--- config.mk ---
export PLATFORM = sky130hd
export DESIGN_NAME = threshold_block_read_scheduler
export DESIGN_NICKNAME = d
export VERILOG_FILES = /design/src/rtl/threshold_block_read_scheduler.sv
export SDC_FILE = /design/constraint.sdc
export NUM_CORES = 1
export LEC_CHECK = 0
export BUFFER_PORTS_ARGS = -buffer_cell sky130_fd_sc_hd__buf_4
export CAP_MARGIN = 20
export CORE_AREA = 4 4 234 236
export DETAILED_ROUTE_END_ITERATION = 8
export DIE_AREA = 0 0 238 240
export MAX_ROUTING_LAYER = met4
export PLACE_DENSITY = 0.53
export SYNTH_ARGS = -nofsm -noshare
export SYNTH_HDL_FRONTEND = slang
export SYNTH_SLANG_ARGS = --single-unit
--- constraint.sdc ---
create_clock -name clk -period 4.56 [get_ports clk]
set_input_delay 0 -clock clk [delete_from_list [all_inputs] [get_ports clk]]
set_output_delay 0 -clock clk [all_outputs]
set_load 0.01 [all_outputs]
--- src/rtl/threshold_block_read_scheduler.sv ---
// threshold_block_read_scheduler
// Drains completed threshold-cutter blocks from the AXI block RAM.
// Block-start requests are queued in a small FIFO. Each block is read as a
// series of INCR bursts, and its beats are passed through to a valid/ready
// consumer. block_done pulses once for every block that finishes.
module threshold_block_read_scheduler #(
    parameter int           BLOCK_DEPTH   = 400,
    parameter int           DATA_WIDTH    = 256,
    parameter int           MAX_BURST     = 256,
    parameter int           BEAT_ADDR_INC = 1,
    parameter int           REQ_FIFO_IDX  = 2,
    parameter logic [3:0]   AXI_ID        = 4'd0
) (
    input  logic                  clk,
    input  logic                  rst_n,
    input  logic                  read_start,
    input  logic [31:0]           read_addr_start,
    input  logic                  rsta_busy,
    input  logic                  rstb_busy,
    output logic [3:0]            m_axi_arid,
    output logic [31:0]           m_axi_araddr,
    output logic [7:0]            m_axi_arlen,
    output logic [2:0]            m_axi_arsize,
    output logic [1:0]            m_axi_arburst,
    output logic                  m_axi_arvalid,
    input  logic                  m_axi_arready,
    input  logic [DATA_WIDTH-1:0] m_axi_rdata,
    input  logic [1:0]            m_axi_rresp,
    input  logic                  m_axi_rlast,
    input  logic                  m_axi_rvalid,
    output logic                  m_axi_rready,
    output logic [DATA_WIDTH-1:0] out_data,
    output logic                  out_valid,
    output logic                  out_last,
    input  logic                  out_ready,
    output logic                  block_done,
    output logic                  busy,
    output logic                  req_overflow,
    output logic                  resp_err
);

    localparam int CNT_W      = $clog2(BLOCK_DEPTH + 1);
    localparam int FIFO_DEPTH = 1 << REQ_FIFO_IDX;

    typedef logic [CNT_W-1:0] cnt_t;
    typedef enum logic [1:0] {IDLE, AR, R_DATA, DONE} state_t;

    localparam cnt_t DEPTH_C = cnt_t'(BLOCK_DEPTH);

    // A burst never exceeds the AXI/BRAM limit; the last burst of a block is shorter
    function automatic cnt_t burst_of(input cnt_t rem);
        if (int'(rem) > MAX_BURST) begin
            return cnt_t'(MAX_BURST);
        end
        return rem;
    endfunction

    state_t                state;
    logic [31:0]           fifo_mem [FIFO_DEPTH];
    logic [REQ_FIFO_IDX:0] wr_ptr;
    logic [REQ_FIFO_IDX:0] rd_ptr;
    logic [31:0]           cur_addr;
    cnt_t                  remaining;
    cnt_t                  burst;
    cnt_t                  beat_cnt;
    logic                  fifo_empty;
    logic                  fifo_full;
    logic                  push;
    logic                  pop;
    logic                  beat_hs;
    cnt_t                  beat_next;
    cnt_t                  rem_next;
    cnt_t                  next_burst;
    cnt_t                  first_burst;
    logic [31:0]           addr_next;
    logic [31:0]           fifo_head;

    assign fifo_empty = (wr_ptr == rd_ptr);
    assign fifo_full  = (wr_ptr[REQ_FIFO_IDX] != rd_ptr[REQ_FIFO_IDX]) &&
                        (wr_ptr[REQ_FIFO_IDX-1:0] == rd_ptr[REQ_FIFO_IDX-1:0]);
    assign push       = read_start && !fifo_full;
    assign pop        = (state == IDLE) && !fifo_empty && !rsta_busy && !rstb_busy;
    assign fifo_head  = fifo_mem[rd_ptr[REQ_FIFO_IDX-1:0]];

    assign beat_hs     = (state == R_DATA) && m_axi_rvalid && out_ready;
    assign beat_next   = beat_cnt + cnt_t'(1);
    assign rem_next    = remaining - burst;
    assign next_burst  = burst_of(rem_next);
    assign first_burst = burst_of(DEPTH_C);
    assign addr_next   = cur_addr + 32'(burst) * 32'(BEAT_ADDR_INC);

    assign m_axi_arid    = AXI_ID;
    assign m_axi_arsize  = 3'b101;
    assign m_axi_arburst = 2'b01;
    assign m_axi_rready  = (state == R_DATA) && out_ready;
    assign out_valid     = (state == R_DATA) && m_axi_rvalid;
    assign out_data      = (state == R_DATA) ? m_axi_rdata : '0;
    assign out_last      = (state == R_DATA) && m_axi_rvalid && m_axi_rlast && (remaining == burst);
    assign busy          = (state != IDLE) || !fifo_empty;

    // Request storage; the payload needs no reset because the pointers gate it
    always_ff @(posedge clk) begin
        if (push) begin
            fifo_mem[wr_ptr[REQ_FIFO_IDX-1:0]] <= read_addr_start;
        end
    end

    // FIFO pointers and the sticky overflow flag for requests dropped while full
    always_ff @(posedge clk or negedge rst_n) begin
        if (!rst_n) begin
            wr_ptr       <= '0;
            rd_ptr       <= '0;
            req_overflow <= 1'b0;
        end else begin
            if (push) begin
                wr_ptr <= wr_ptr + 1'b1;
            end
            if (pop) begin
                rd_ptr <= rd_ptr + 1'b1;
            end
            if (read_start && fifo_full) begin
                req_overflow <= 1'b1;
            end
        end
    end

    // Block sequencer: issue bursts, count beats, track errors, pulse block_done
    always_ff @(posedge clk or negedge rst_n) begin
        if (!rst_n) begin
            state         <= IDLE;
            cur_addr      <= '0;
            remaining     <= '0;
            burst         <= '0;
            beat_cnt      <= '0;
            m_axi_araddr  <= '0;
            m_axi_arlen   <= '0;
            m_axi_arvalid <= 1'b0;
            block_done    <= 1'b0;
            resp_err      <= 1'b0;
        end else begin
            block_done <= 1'b0;
            case (state)
                IDLE: begin
                    if (pop) begin
                        cur_addr      <= fifo_head;
                        remaining     <= DEPTH_C;
                        burst         <= first_burst;
                        m_axi_araddr  <= fifo_head;
                        m_axi_arlen   <= 8'(first_burst - cnt_t'(1));
                        m_axi_arvalid <= 1'b1;
                        state         <= AR;
                    end
                end
                AR: begin
                    if (m_axi_arready) begin
                        m_axi_arvalid <= 1'b0;
                        beat_cnt      <= '0;
                        state         <= R_DATA;
                    end
                end
                R_DATA: begin
                    if (beat_hs) begin
                        beat_cnt <= beat_next;
                        if (m_axi_rresp != 2'b00) begin
                            resp_err <= 1'b1;
                        end
                        if (m_axi_rlast != (beat_next == burst)) begin
                            resp_err <= 1'b1;
                        end
                        if (m_axi_rlast) begin
                            remaining <= rem_next;
                            cur_addr  <= addr_next;
                            if (rem_next == '0) begin
                                block_done <= 1'b1;
                                state      <= DONE;
                            end else begin
                                burst         <= next_burst;
                                m_axi_araddr  <= addr_next;
                                m_axi_arlen   <= 8'(next_burst - cnt_t'(1));
                                m_axi_arvalid <= 1'b1;
                                state         <= AR;
                            end
                        end
                    end
                end
                DONE: begin
                    state <= IDLE;
                end
                default: begin
                    state <= IDLE;
                end
            endcase
        end
    end

endmodule
==> summary.txt, run 1 <==
Timing
  – Final Skew: 0.0352 ns
  – Setup TNS: 0 ns
  – Final hold vios: 0
  – Worst Tran Pin Value: 0.986 ns
  – Final Max Tran Viols: 0
  – Final period utilization: 81.9%
  – Unrepaired setup endpoints after global routing: false
  – Fin crit period: 3.73 ns
  – Fmax: ~270 MHz
  – Slew HR: 34.1%
  – Final setup violation count: 0

Detailed routing
  – Post-route ant nets: 0
  – Avg WL per Cell: 27.6 um
  – Iteration-0 DRC count of the detailed router: 825
  – Routed WL: 69500 um
  – DRT Pass-1 Iters: 5
  – Drt via density: between 4 and 5
  – Drt drc: 0
  – Routed vias: 11700

Synthesis
  – Main area contributors after synthesis: edfxtp_1 (29%), dfrtp_1 (21%), and2_1 (13%)
  – Sequential share of the synthesized area: 50.7%
  – Async SR Flop Fraction: roughly 46%
  – YS warnings: 0
  – Synth Cell Area: 13100 sq um
  – Mapped Avg Cell Area: 11.0 sq um
  – Synth unique cells: 78
  – Post-Syn Instances: 1185
  – Yosys top cell area share: 29.4%
  – Post-synth top area cell: edfxtp_1
  – #FFs+latches synth: 239
  – Post-synth EDFFs: 128
  – Synth Flop Type: edfxtp_1

Setup path
  – CP arrival: 4.17 ns
  – Critical-path cell list: ha_1 > inv_1 > fa_1 > nand3_1 > a21oi_1 > o31ai_1 > nand2_1 > a41oi_4 > buf_4 > nand2b_1 > o21ai_0
  – Worst setup path endpoint: m_axi_araddr[7]
  – CP required: roughly 5.0 ns
  – RR Endpoint: m_axi_araddr[7]
  – Setup crit start kind: flip-flop
  – Worst reg2reg path startpoint: burst[0]
  – Critical Path End Type: flip-flop
  – Slowest stage cell, crit path: a41oi_4
  – FF-to-FF path depth: 11
  – Reg-to-reg setup timing slack: between 0.8 and 0.9 ns
  – Critical path class: reg -> reg
  – Setup crit start: burst[0]
  – Peak fanout along the critical path: 25
  – Critical path's largest stage delay: 0.88 ns

Min path
  – Hold WC Path Type: in -> async

Die
  – I/O pin count: between 600 and 700
  – Die Wd: 238 um
  – Initial Utilization: roughly a quarter
  – Core area: about 52000 sq um
  – Die Ht: ~240 um
  – Rows: 84
  – DIE AREA: approximately 57000 sq um

Status
  – Status: complete, no violations

Clocking
  – CTS tree: done
  – CTS max path bufs: 3
  – Total CTS buffers: 28
  – CTS Root Cell: clkbuf_16
  – Clk_lat worst skew: 0.57 ns
  – Setup Buffers After CTS: 0
  – H-tree depth: 1
  – Worst-path clk slew: 0.06 ns
  – # clock sinks: 239

Power
  – Pwr Density: ~630 nW/um^2
  – Lkg Pwr: 0.00866 uW
  – Power Total: 12300 uW
  – Worst VDD drop: 319 uV

Finish
  – Most common cell after layout, fill and taps aside: buf_4
  – Layout cell share with drive strength beyond 1: 39.2%
  – Area Growth Syn to Fin: 49.8%
  – Nets: around 2100
  – Util after Layout: 37.3%
  – Most frequent cells in the layout: buf_4 (619), and2_1 (270), edfxtp_1 (128)

GRT
  – Initial antenna violation count: 10
  – Largest net degree at the start of global routing: between 150 and 200
  – Remaining Overflow, GRT: 0
  – Vias in the first global route: 11600
  – First-pass GRT wire length: 93000 um
  – Total track usage: between 20% and 30%

Place
  – Input/output buffers: 602
  – Final GP Congestion: 0.907
  – Detailed Place HPWL: 56700 um

Job
  – Maxcap violations: 0
[per-stage QoR]
step	std cells	hold WS, ns	instance area [sq um]	setup WS (ns)
detailed placement	2419	0.144	18200	0.806
CTS	2515	0.0851	19600	0.819
floorplan	1192	-0.296	13100	1.35
finish	2521	0.0603	19600	0.827
global route	2519	0.136	19600	0.534
global placement	2419	0.142	18200	0.865
[cell families (layout without fill, tap and decap cells)]
logic type	after synthesis	count (layout)	synth area share, %
AO/OA/AOI/OAI	206	206	10.6
XOR/XNOR	53	53	3.66
adder cells (fa/ha/maj)	27	27	2.70
buffers and inverters	98	733	3.62
flip-flops	239	239	50.7
multiplexers	44	44	6.53
other	2	15	0.0575
AND/OR/NAND/NOR	516	516	22.1
[metal layers]
metal	GRT usage [%]	up-vias	share of wire (%)	wire, um
met1	33.1	5765	46	31600
met2	31.4	489	41	28600
met4	4.24	0	1.9	1290
met3	10.6	49	11	7980
met5	-	-	0	0
li1	-	5417	-	-
[where the power goes]
| part | internal [uW] | total, uW | switching, uW |
|---|---|---|---|
| Combinational | 2760 | 6680 | 3920 |
| Sequential | 2990 | 3470 | 489 |
| Clock | 1270 | 2150 | 886 |
| Total | 7010 | 12300 | 5290 |
[area by class of cell]
type,instances,area [sq um]
Antenna cell,6,15.0
Inverter,17,63.8
Sequential cell,239,6620
Clock buffer,44,801
Multi-Input combinational cell,855,6000
Fill cell,5280,32900
Clock inverter,7,92.6
Timing Repair Buffer,665,5120
Tap cell,688,861
[worst max-delay path: cells and delay by family, from the launching register on]
kind / cells / cell delay, ns
flip-flops: 1 / 0.44
buffers and inverters: 2 / 0.43
AND/OR/NAND/NOR: 3 / 0.70
AO/OA/AOI/OAI: 4 / 1.45
adder cells (fa/ha/maj): 2 / 0.61
[state kept, by name, summed over array words and instances, names as in the netlist]
name and flops:
req_overflow 1, resp_err 1, beat_cnt 9, m_axi_arvalid 1
burst 9, cur_addr 32, wr_ptr 3, fifo_mem 128
m_axi_arlen 8, remaining 9, state 2, rd_ptr 3
block_done 1, m_axi_araddr 32
[what timing repair did]
action | in CTS | in global routing
hold buffers | 45 | 0
gates resized for setup | 0 | 0
hold endpoints to repair | 205 | 0
[Yosys cell counts (all sizes together), types with 23 or more instances]
library cell  instances
and2                271
edfxtp              128
dfrtp               111
nor2                 88
nand2                66
a21oi                56
o21ai                46
clkbuf               44
buf                  37
mux4                 32
xor2                 29
ha                   25
nand3                23
xnor2                23
[worst min path at each step]
stage / to / cells past startpoint / slack [ns] / from
after global placement: wr_ptr[0] / 1 / 0.14 / rst_n
after detailed placement: wr_ptr[1] / 1 / 0.14 / rst_n
after floorplan: beat_cnt[0] / 0 / -0.30 / rst_n
after global routing: wr_ptr[1] / 2 / 0.14 / rst_n
after CTS: wr_ptr[2] / 2 / 0.09 / rst_n
final: req_overflow / 2 / 0.06 / rst_n
(Power assumes the default switching activity.)
==> run 2, diff against run 1 <==
- ABC_AREA: not set -> 1
- CORE_AREA: 4 4 234 236 -> 4 4 238 240
- DIE_AREA: 0 0 238 240 -> 0 0 242 244
- clock period: 4.56 -> 3.9 ns (I/O delays scaled with it)
==> run 2 against run 1 <==
  * Global-route usage rose by 0.86 points
  * Wire length rose by 6.3%
  * Area after synthesis rose by 3.4%
  * Fmax rose by 9.4%
  * Sequential share of layout area fell by 0.98 points
  * Hold slack got worse by 0.026 ns
  * Clock skew fell by 0.014 ns
  * Critical endpoint is now m_axi_arlen[2]
  * Largest power group unchanged
  * Highest routed layer unchanged
==> summary.txt, run 2 <==
Die
  – I/O pin count: 612 (unchanged)
  – DIE AREA: 59000 sq um (+3.4%)
  – Rows: 86 (+2.4%)
  – Die Wd: 242 um (+1.7%)
  – Initial Utilization: 24.7% (-0.20 points)
  – Core area: 54700 sq um (+4.2%)
  – Die Ht: 244 um (+1.7%)

GRT
  – Remaining Overflow, GRT: 0 (unchanged)
  – Total track usage: 24.4% (+0.86 points)
  – Initial antenna violation count: 16 (+6)
  – Vias in the first global route: 14300 (+23%)
  – First-pass GRT wire length: 103000 um (+11%)
  – Largest net degree at the start of global routing: 200 (+0.50%)

Clocking
  – CTS Root Cell: clkbuf_16
  – Setup Buffers After CTS: 0 (unchanged)
  – # clock sinks: 239 (unchanged)
  – Total CTS buffers: 27 (-3.6%)
  – CTS tree: done
  – CTS resizes: 0 (unchanged)
  – Worst-path clk slew: 0.06 ns (about the same)
  – CTS max path bufs: 3 (unchanged)
  – Clk_lat worst skew: 0.55 ns (-0.02 ns)
  – H-tree depth: 1 (unchanged)
  – Post-CTS Hold Fix Bufs: 40 (-11%)

Finish
  – # fillers: 5877 (+11%)
  – Multi-input combinational cell area: 5220 sq um (-13%)
  – Nets: 2731 (+28%)
  – Non-Filler Instances: 3141 (+25%)
  – Max FFs per register: 128 (unchanged)
  – Most frequent cells in the layout: buf_4 (618), nand2_1 (386), nor2_1 (361)
  – Most common cell after layout, fill and taps aside: buf_4
  – Layout cell share with drive strength beyond 1: 27.9% (-11 points)
  – Sequential cell area: 6620 sq um (about the same)
  – Area Growth Syn to Fin: 49.2%

Detailed routing
  – Drt drc: 0 (unchanged)
  – Wl on met1: 30500 um (-3.5%)
  – Routed vias: 14100 (+20%)
  – Post-route ant nets: 0 (unchanged)
  – Met2 WL post-DR: 32800 um (+15%)
  – Drt via density: 4.49 (-3.3%)
  – Iteration-0 DRC count of the detailed router: 758 (-8.1%)
  – DRT Pass-1 Iters: 8 (+3)
  – Routed WL: 73800 um (+6.3%)
  – Max layer used: met4
  – Avg WL per Cell: 23.5 um (-15%)
  – DR WL met3: 8350 um (+4.7%)

Place
  – Input/output buffers: 602 (unchanged)
  – Detailed Place HPWL: 60700 um (+7.0%)
  – Final GP Congestion: 0.975 (+7.5%)
  – Dpl cells: 3040 (+26%)
  – Setup WS pre-CTS: 0.506 ns (-0.300 ns)

Job
  – Maxcap violations: 0 (unchanged)

Synthesis
  – Synth Cell Area: 13500 sq um (+3.4%)
  – Synth unique cells: 45 (-42%)
  – Main area contributors after synthesis: edfxtp_1 (28%), dfrtp_1 (21%), nand2_1 (11%)
  – YS warnings: 0 (unchanged)
  – Count leader, synth: nand2_1
  – Post-Syn Instances: 1791 (+51%)
  – Sequential share of the synthesized area: 49.0% (-1.7 points)
  – Post-synth EDFFs: 128 (unchanged)
  – Top cells by count, synth: nand2_1 (386), nor2_1 (365), inv_1 (346), edfxtp_1 (128), dfrtp_1 (111)
  – #FFs+latches synth: 239 (unchanged)
  – Async SR Flop Fraction: 46.4% (unchanged)
  – Mapped Avg Cell Area: 7.54 sq um (-32%)
  – Synth Flop Type: edfxtp_1
  – Post-synth top area cell: edfxtp_1
  – Yosys top cell area share: 28.5% (-0.96 points)

Power
  – Worst VDD drop: 583 uV (+83%)
  – Power Total: 15400 uW (+25%)
  – Pwr Density: 764 nW/um^2 (+21%)
  – Lkg Pwr: 0.0105 uW (+21%)

Timing
  – Final Max Tran Viols: 0 (unchanged)
  – Final setup violation count: 0 (unchanged)
  – Final hold vios: 0 (unchanged)
  – Final Skew: 0.0217 ns (-0.0135 ns)
  – Slew HR: 31.1% (-2.9 points)
  – Final period utilization: 87.5% (+5.6 points)
  – Worst setup slack after layout: 0.488 ns (-0.339 ns)
  – Fmax: 293 MHz (+9.4%)
  – Unrepaired setup endpoints after global routing: false
  – Fin crit period: 3.41 ns (-0.321 ns)
  – Worst Tran Pin Value: 1.02 ns (+0.0363 ns)
  – Setup TNS: 0 ns (unchanged)

Setup path
  – Setup crit start kind: flip-flop
  – Critical Path End Type: flip-flop
  – Critical path class: reg -> reg
  – CP arrival: 3.82 ns (-0.35 ns)
  – Peak fanout along the critical path: 7 (-72%)
  – CP required: 4.31 ns (-0.69 ns)
  – FF-to-FF path depth: 15 (+4)

Status
  – Status: complete, no violations

Min path
  – Worst hold path depth: 5
  – Hold WC Path Type: in -> reg
==> run 2: changes by cell type after synthesis, moves of 13 or more <==
| cell | change |
|---|---|
| nand2b_1 | -14 |
| o22ai_1 | +31 |
| a22o_1 | -14 |
| inv_1 | +329 |
| a21oi_1 | -27 |
| o21ai_0 | +62 |
| clkbuf_1 | +13 |
| xnor2_1 | -16 |
| nand2_1 | +322 |
| mux4_2 | -32 |
| and2_1 | -270 |
| nor2_1 | +278 |
| nand3_1 | +32 |
| o31ai_1 | -13 |
==> run 2: kinds of logic (layout without fill, tap and decap cells) <==
kind of cell	Yosys count	after routing	share of synthesized area, %
adders and majority gates	27	27	2.61
and+or+nand+nor	851	851	25.1
other	2	20	0.0556
DFF	239	239	49.0
AOI/OAI and AO/OA	203	203	8.46
xor gates and xnor gates	34	34	2.20
buffers and inverters	435	1063	12.6
==> run 2: per-layer routing <==
layer,up-vias,track usage (%)
li1,6765,-
met5,-,-
met2,533,37.3
met3,72,11.8
met1,6746,29.0
met4,0,6.08
==> run 2: area by class of cell <==
cell class	instances	area share (%)
Inverter	353	6.61
Sequential cell	239	32.9
Timing Repair Buffer	660	25.2
Multi-Input combinational cell	1124	25.9
Antenna cell	11	0.137
Clock inverter	12	1.09
Tap cell	704	4.37
Clock buffer	38	3.81
==> run 2: through the flow <==
step	hold slack [ns]	util (%)	area [sq um]
floorplan	-0.296	-	13500
global placement	0.142	34.3	18700
detailed placement	0.143	34.3	18700
CTS	0.0230	36.8	20100
global route	0.0486	36.9	20200
finish	0.0339	36.9	20200
==> run 2: critical path: stages, from the launching register on <==
cell,delay (ns)
dfrtp_1,0.44
ha_1,0.18
inv_1,0.06
fa_1,0.43
xor2_1,0.25
nor3_1,0.36
nand3_1,0.15
nor2_1,0.19
nand2_1,0.18
nand2_1,0.23
nand2_1,0.12
ha_1,0.29
nand2_1,0.10
nand2_1,0.04
o21ai_0,0.18
nand2_1,0.08
==> run 2: worst paths after layout <==
kind | from | endpoint | slack (ns)
worst max-delay path | burst[0] | m_axi_arlen[2] | 0.49
worst min-delay path | m_axi_rvalid | block_done | 0.03
max in group asynchronous | rst_n | beat_cnt[2] | 2.77
worst max register to register | burst[0] | m_axi_arlen[2] | 0.49
worst min register to register | resp_err | resp_err | 0.47
min in group asynchronous | rst_n | req_overflow | 0.09
==> run 2: where the power goes <==
part | switching, uW | internal (uW)
Clock | 1060 | 1770
Sequential | 487 | 3510
Combinational | 5610 | 2960
Total | 7160 | 8230
==> run 3, diff against run 2 <==
- CELL_PAD_IN_SITES_DETAIL_PLACEMENT: not set -> 1
- CELL_PAD_IN_SITES_GLOBAL_PLACEMENT: not set -> 2
- CORE_AREA: 4 4 238 240 -> not set
- CORE_MARGIN: not set -> 4
- CORE_UTILIZATION: not set -> 25
- DIE_AREA: 0 0 242 244 -> not set
- PLACE_DENSITY: 0.53 -> 0.85
==> run 3 against run 2 <==
  * Die area decreased by 2.1%
  * Non-clock buffer count is 2 higher
  * Combinational power increased by 1%
  * Cell area down 0.42%
  * Final cell count shrank 0.67%
  * Fmax up 2.5%
  * Setup slack improved by 0.084 ns
  * Register-to-register slack better by 0.08 ns
  * Power shrank 0.33%
  * Sequential share of layout area rose by 0.14 points
  * Wire length decreased by 2.4%
==> summary.txt, run 3 (synthesis results as in run 2) <==
Setup path
  – Reg-to-reg setup timing slack: 0.57 ns (+0.08 ns)
  – RR Endpoint: m_axi_araddr[10]
  – Setup crit start kind: flip-flop
  – Bufs and invs on worst path: 2 (+1)
  – Critical path class: reg -> reg
  – Critical-path cell list: ha_1 > inv_1 > fa_1 > xor2_1 > nor3_1 > nand3_1 > nor2_1 > nand2_1 > nor2_1 > nand2_1 > nand2_1 > buf_4 > o21ai_1
  – Peak fanout along the critical path: 46 (+39)
  – Critical path's largest stage delay: 0.46 ns (+0.02 ns)
  – FF-to-FF path depth: 13 (-2)
  – CP dominant cell by count: nand2_1
  – Worst reg2reg path startpoint: burst[0]
  – Top delay family on crit path: simple AND/OR/NAND/NOR gates
  – Slowest stage cell, crit path: dfrtp_1
  – CP arrival: 3.73 ns (-0.09 ns)
  – Critical Path End Type: flip-flop
  – CP required: 4.31 ns (about the same)

Clocking
  – Setup Buffers After CTS: 0 (unchanged)
  – CTS tree: done
  – H-tree depth: 1 (unchanged)
  – CTS Root Cell: clkbuf_16
  – CTS max path bufs: 3 (unchanged)
  – CTS resizes: 0 (unchanged)
  – Total CTS buffers: 28 (+3.7%)
  – Worst-path clk slew: 0.06 ns (about the same)
  – Clk_lat worst skew: 0.56 ns (about the same)
  – # clock sinks: 239 (unchanged)
  – Post-CTS Hold Fix Bufs: 41 (+2.5%)

GRT
  – Total track usage: 24.0% (-0.41 points)
  – Remaining Overflow, GRT: 0 (unchanged)
  – Vias in the first global route: 14600 (+2.1%)
  – Largest net degree at the start of global routing: 180 (-10%)
  – First-pass GRT wire length: 99200 um (-3.8%)
  – Initial antenna violation count: 2 (-14)

Finish
  – Most frequent cells in the layout: buf_4 (620), nand2_1 (386), nor2_1 (361)
  – Layout cell share with drive strength beyond 1: 27.9% (about the same)
  – Area Growth Syn to Fin: 48.6%
  – Util after Layout: 37.9% (+1.0 points)
  – Max FFs per register: 128 (unchanged)
  – # fillers: 6491 (+10%)
  – Most common cell after layout, fill and taps aside: buf_4
  – Non-Filler Instances: 3120 (-0.67%)
  – Finished Cell Area: 20100 sq um (-0.42%)
  – Nets: 2734 (+0.11%)

Power
  – Worst VDD drop: 469 uV (-20%)
  – Lkg Pwr: 0.0105 uW (-0.13%)
  – Pwr Density: 765 nW/um^2 (about the same)

Detailed routing
  – Routed vias: 14000 (-0.60%)
  – Routed WL: 72000 um (-2.4%)
  – Post-route ant nets: 0 (unchanged)
  – DRT Pass-1 Iters: 5 (-3)
  – Iteration-0 DRC count of the detailed router: 819 (+8.0%)
  – Drt drc: 0 (unchanged)
  – Avg WL per Cell: 23.1 um (-1.8%)
  – Drt via density: 4.50 (about the same)

Place
  – Dpl cell area: 18700 sq um (-0.13%)
  – Dpl cells: 3025 (-0.49%)
  – Final GP Congestion: 0.872 (-11%)
  – Input/output buffers: 602 (unchanged)
  – Detailed Place HPWL: 58500 um (-3.7%)

Min path
  – Hold WC Path Type: in -> reg
  – Hold path startpoint: m_axi_rvalid
  – Worst hold path depth: 6 (+1)
  – Worst Hold End: resp_err

Timing
  – Setup TNS: 0 ns (unchanged)
  – Slew HR: 17.3% (-14 points)
  – Final Max Tran Viols: 0 (unchanged)
  – Final period utilization: 85.3% (-2.2 points)
  – Final Skew: 0.0184 ns (-0.00334 ns)
  – Final setup violation count: 0 (unchanged)
  – Final hold vios: 0 (unchanged)
  – Unrepaired setup endpoints after global routing: false
  – Fmax: 301 MHz (+2.5%)
  – Fin crit period: 3.33 ns (-0.0840 ns)
  – Hold slack: 0.0422 ns (+0.00824 ns)
  – Worst Tran Pin Value: 1.24 ns (+0.218 ns)

Status
  – Status: complete, no violations

Die
  – Rows: 84 (-2.3%)
  – Die Ht: 240 um (-1.5%)
  – Die Wd: 240 um (-0.65%)
  – Core area: 53000 sq um (-3.1%)
  – Initial Utilization: 25.5% (+0.79 points)
  – DIE AREA: 57800 sq um (-2.1%)
  – I/O pin count: 612 (unchanged)

Job
  – Maxcap violations: 0 (unchanged)
[run 3: changes by cell type in the layout (fill, tap and decap cells not counted), moves of 2 or more]
cell / previous run / this run
diode_2: 11 / 2
clkinv_2: 0 / 5
bufinv_16: 6 / 3
buf_4: 618 / 620
clkbuf_1: 6 / 8
clkbuf_8: 5 / 3
inv_6: 2 / 0
[run 3: worst max-delay path by stage]
stage,from,to,slack (ns),cells after the start
final,burst[0],m_axi_araddr[10],0.57,13
after global routing,burst[0],m_axi_araddr[29],0.16,14
after CTS,burst[0],burst[8],0.53,13
after detailed placement,burst[0],burst[8],0.56,13
after global placement,remaining[0],m_axi_arlen[2],0.65,15
after floorplan,remaining[0],m_axi_arlen[2],1.08,17
[run 3: layout make-up]
type                       count  area [sq um]  area share [%]
timing repair buffer         662          5080            25.3
multi-input combinational   1124          5220            26.0
tap                          688           861            4.29
inverter                     353          1330            6.64
clock inverter                13           169           0.842
sequential                   239          6620            33.0
clock buffer                  39           772            3.85
antenna                        2          5.00          0.0249
[run 3: power by group]
part	switching, uW	total, uW	internal, uW	leakage (uW)
combinational	5720	8680	2960	0.00745
sequential	488	4000	3510	0.00255
clock	1080	2660	1590	0.000457
[run 3: worst register-to-register path, cell delays in order (launching register included)]
cell and delay, ns:
dfrtp_1 0.46, ha_1 0.19, inv_1 0.05, fa_1 0.44, xor2_1 0.26, nor3_1 0.29
nand3_1 0.15, nor2_1 0.20, nand2_1 0.17, nor2_1 0.14, nand2_1 0.08, nand2_1 0.10
buf_4 0.46, o21ai_1 0.21
[run 3: layer usage]
metal	vias up	global-route usage, %	wire [um]
met3	73	7.09	6040
met2	449	36.9	32600
met4	0	7.78	2780
li1	6752	-	-
met5	-	-	0
met1	6758	30.5	30600
[run 3: per-stage QoR]
stage	setup WS, ns	total power, uW
detailed placement	0.556	12800
global route	0.157	16500
CTS	0.531	15500
floorplan	1.08	8580
global placement	0.651	12600
finish	0.572	15300
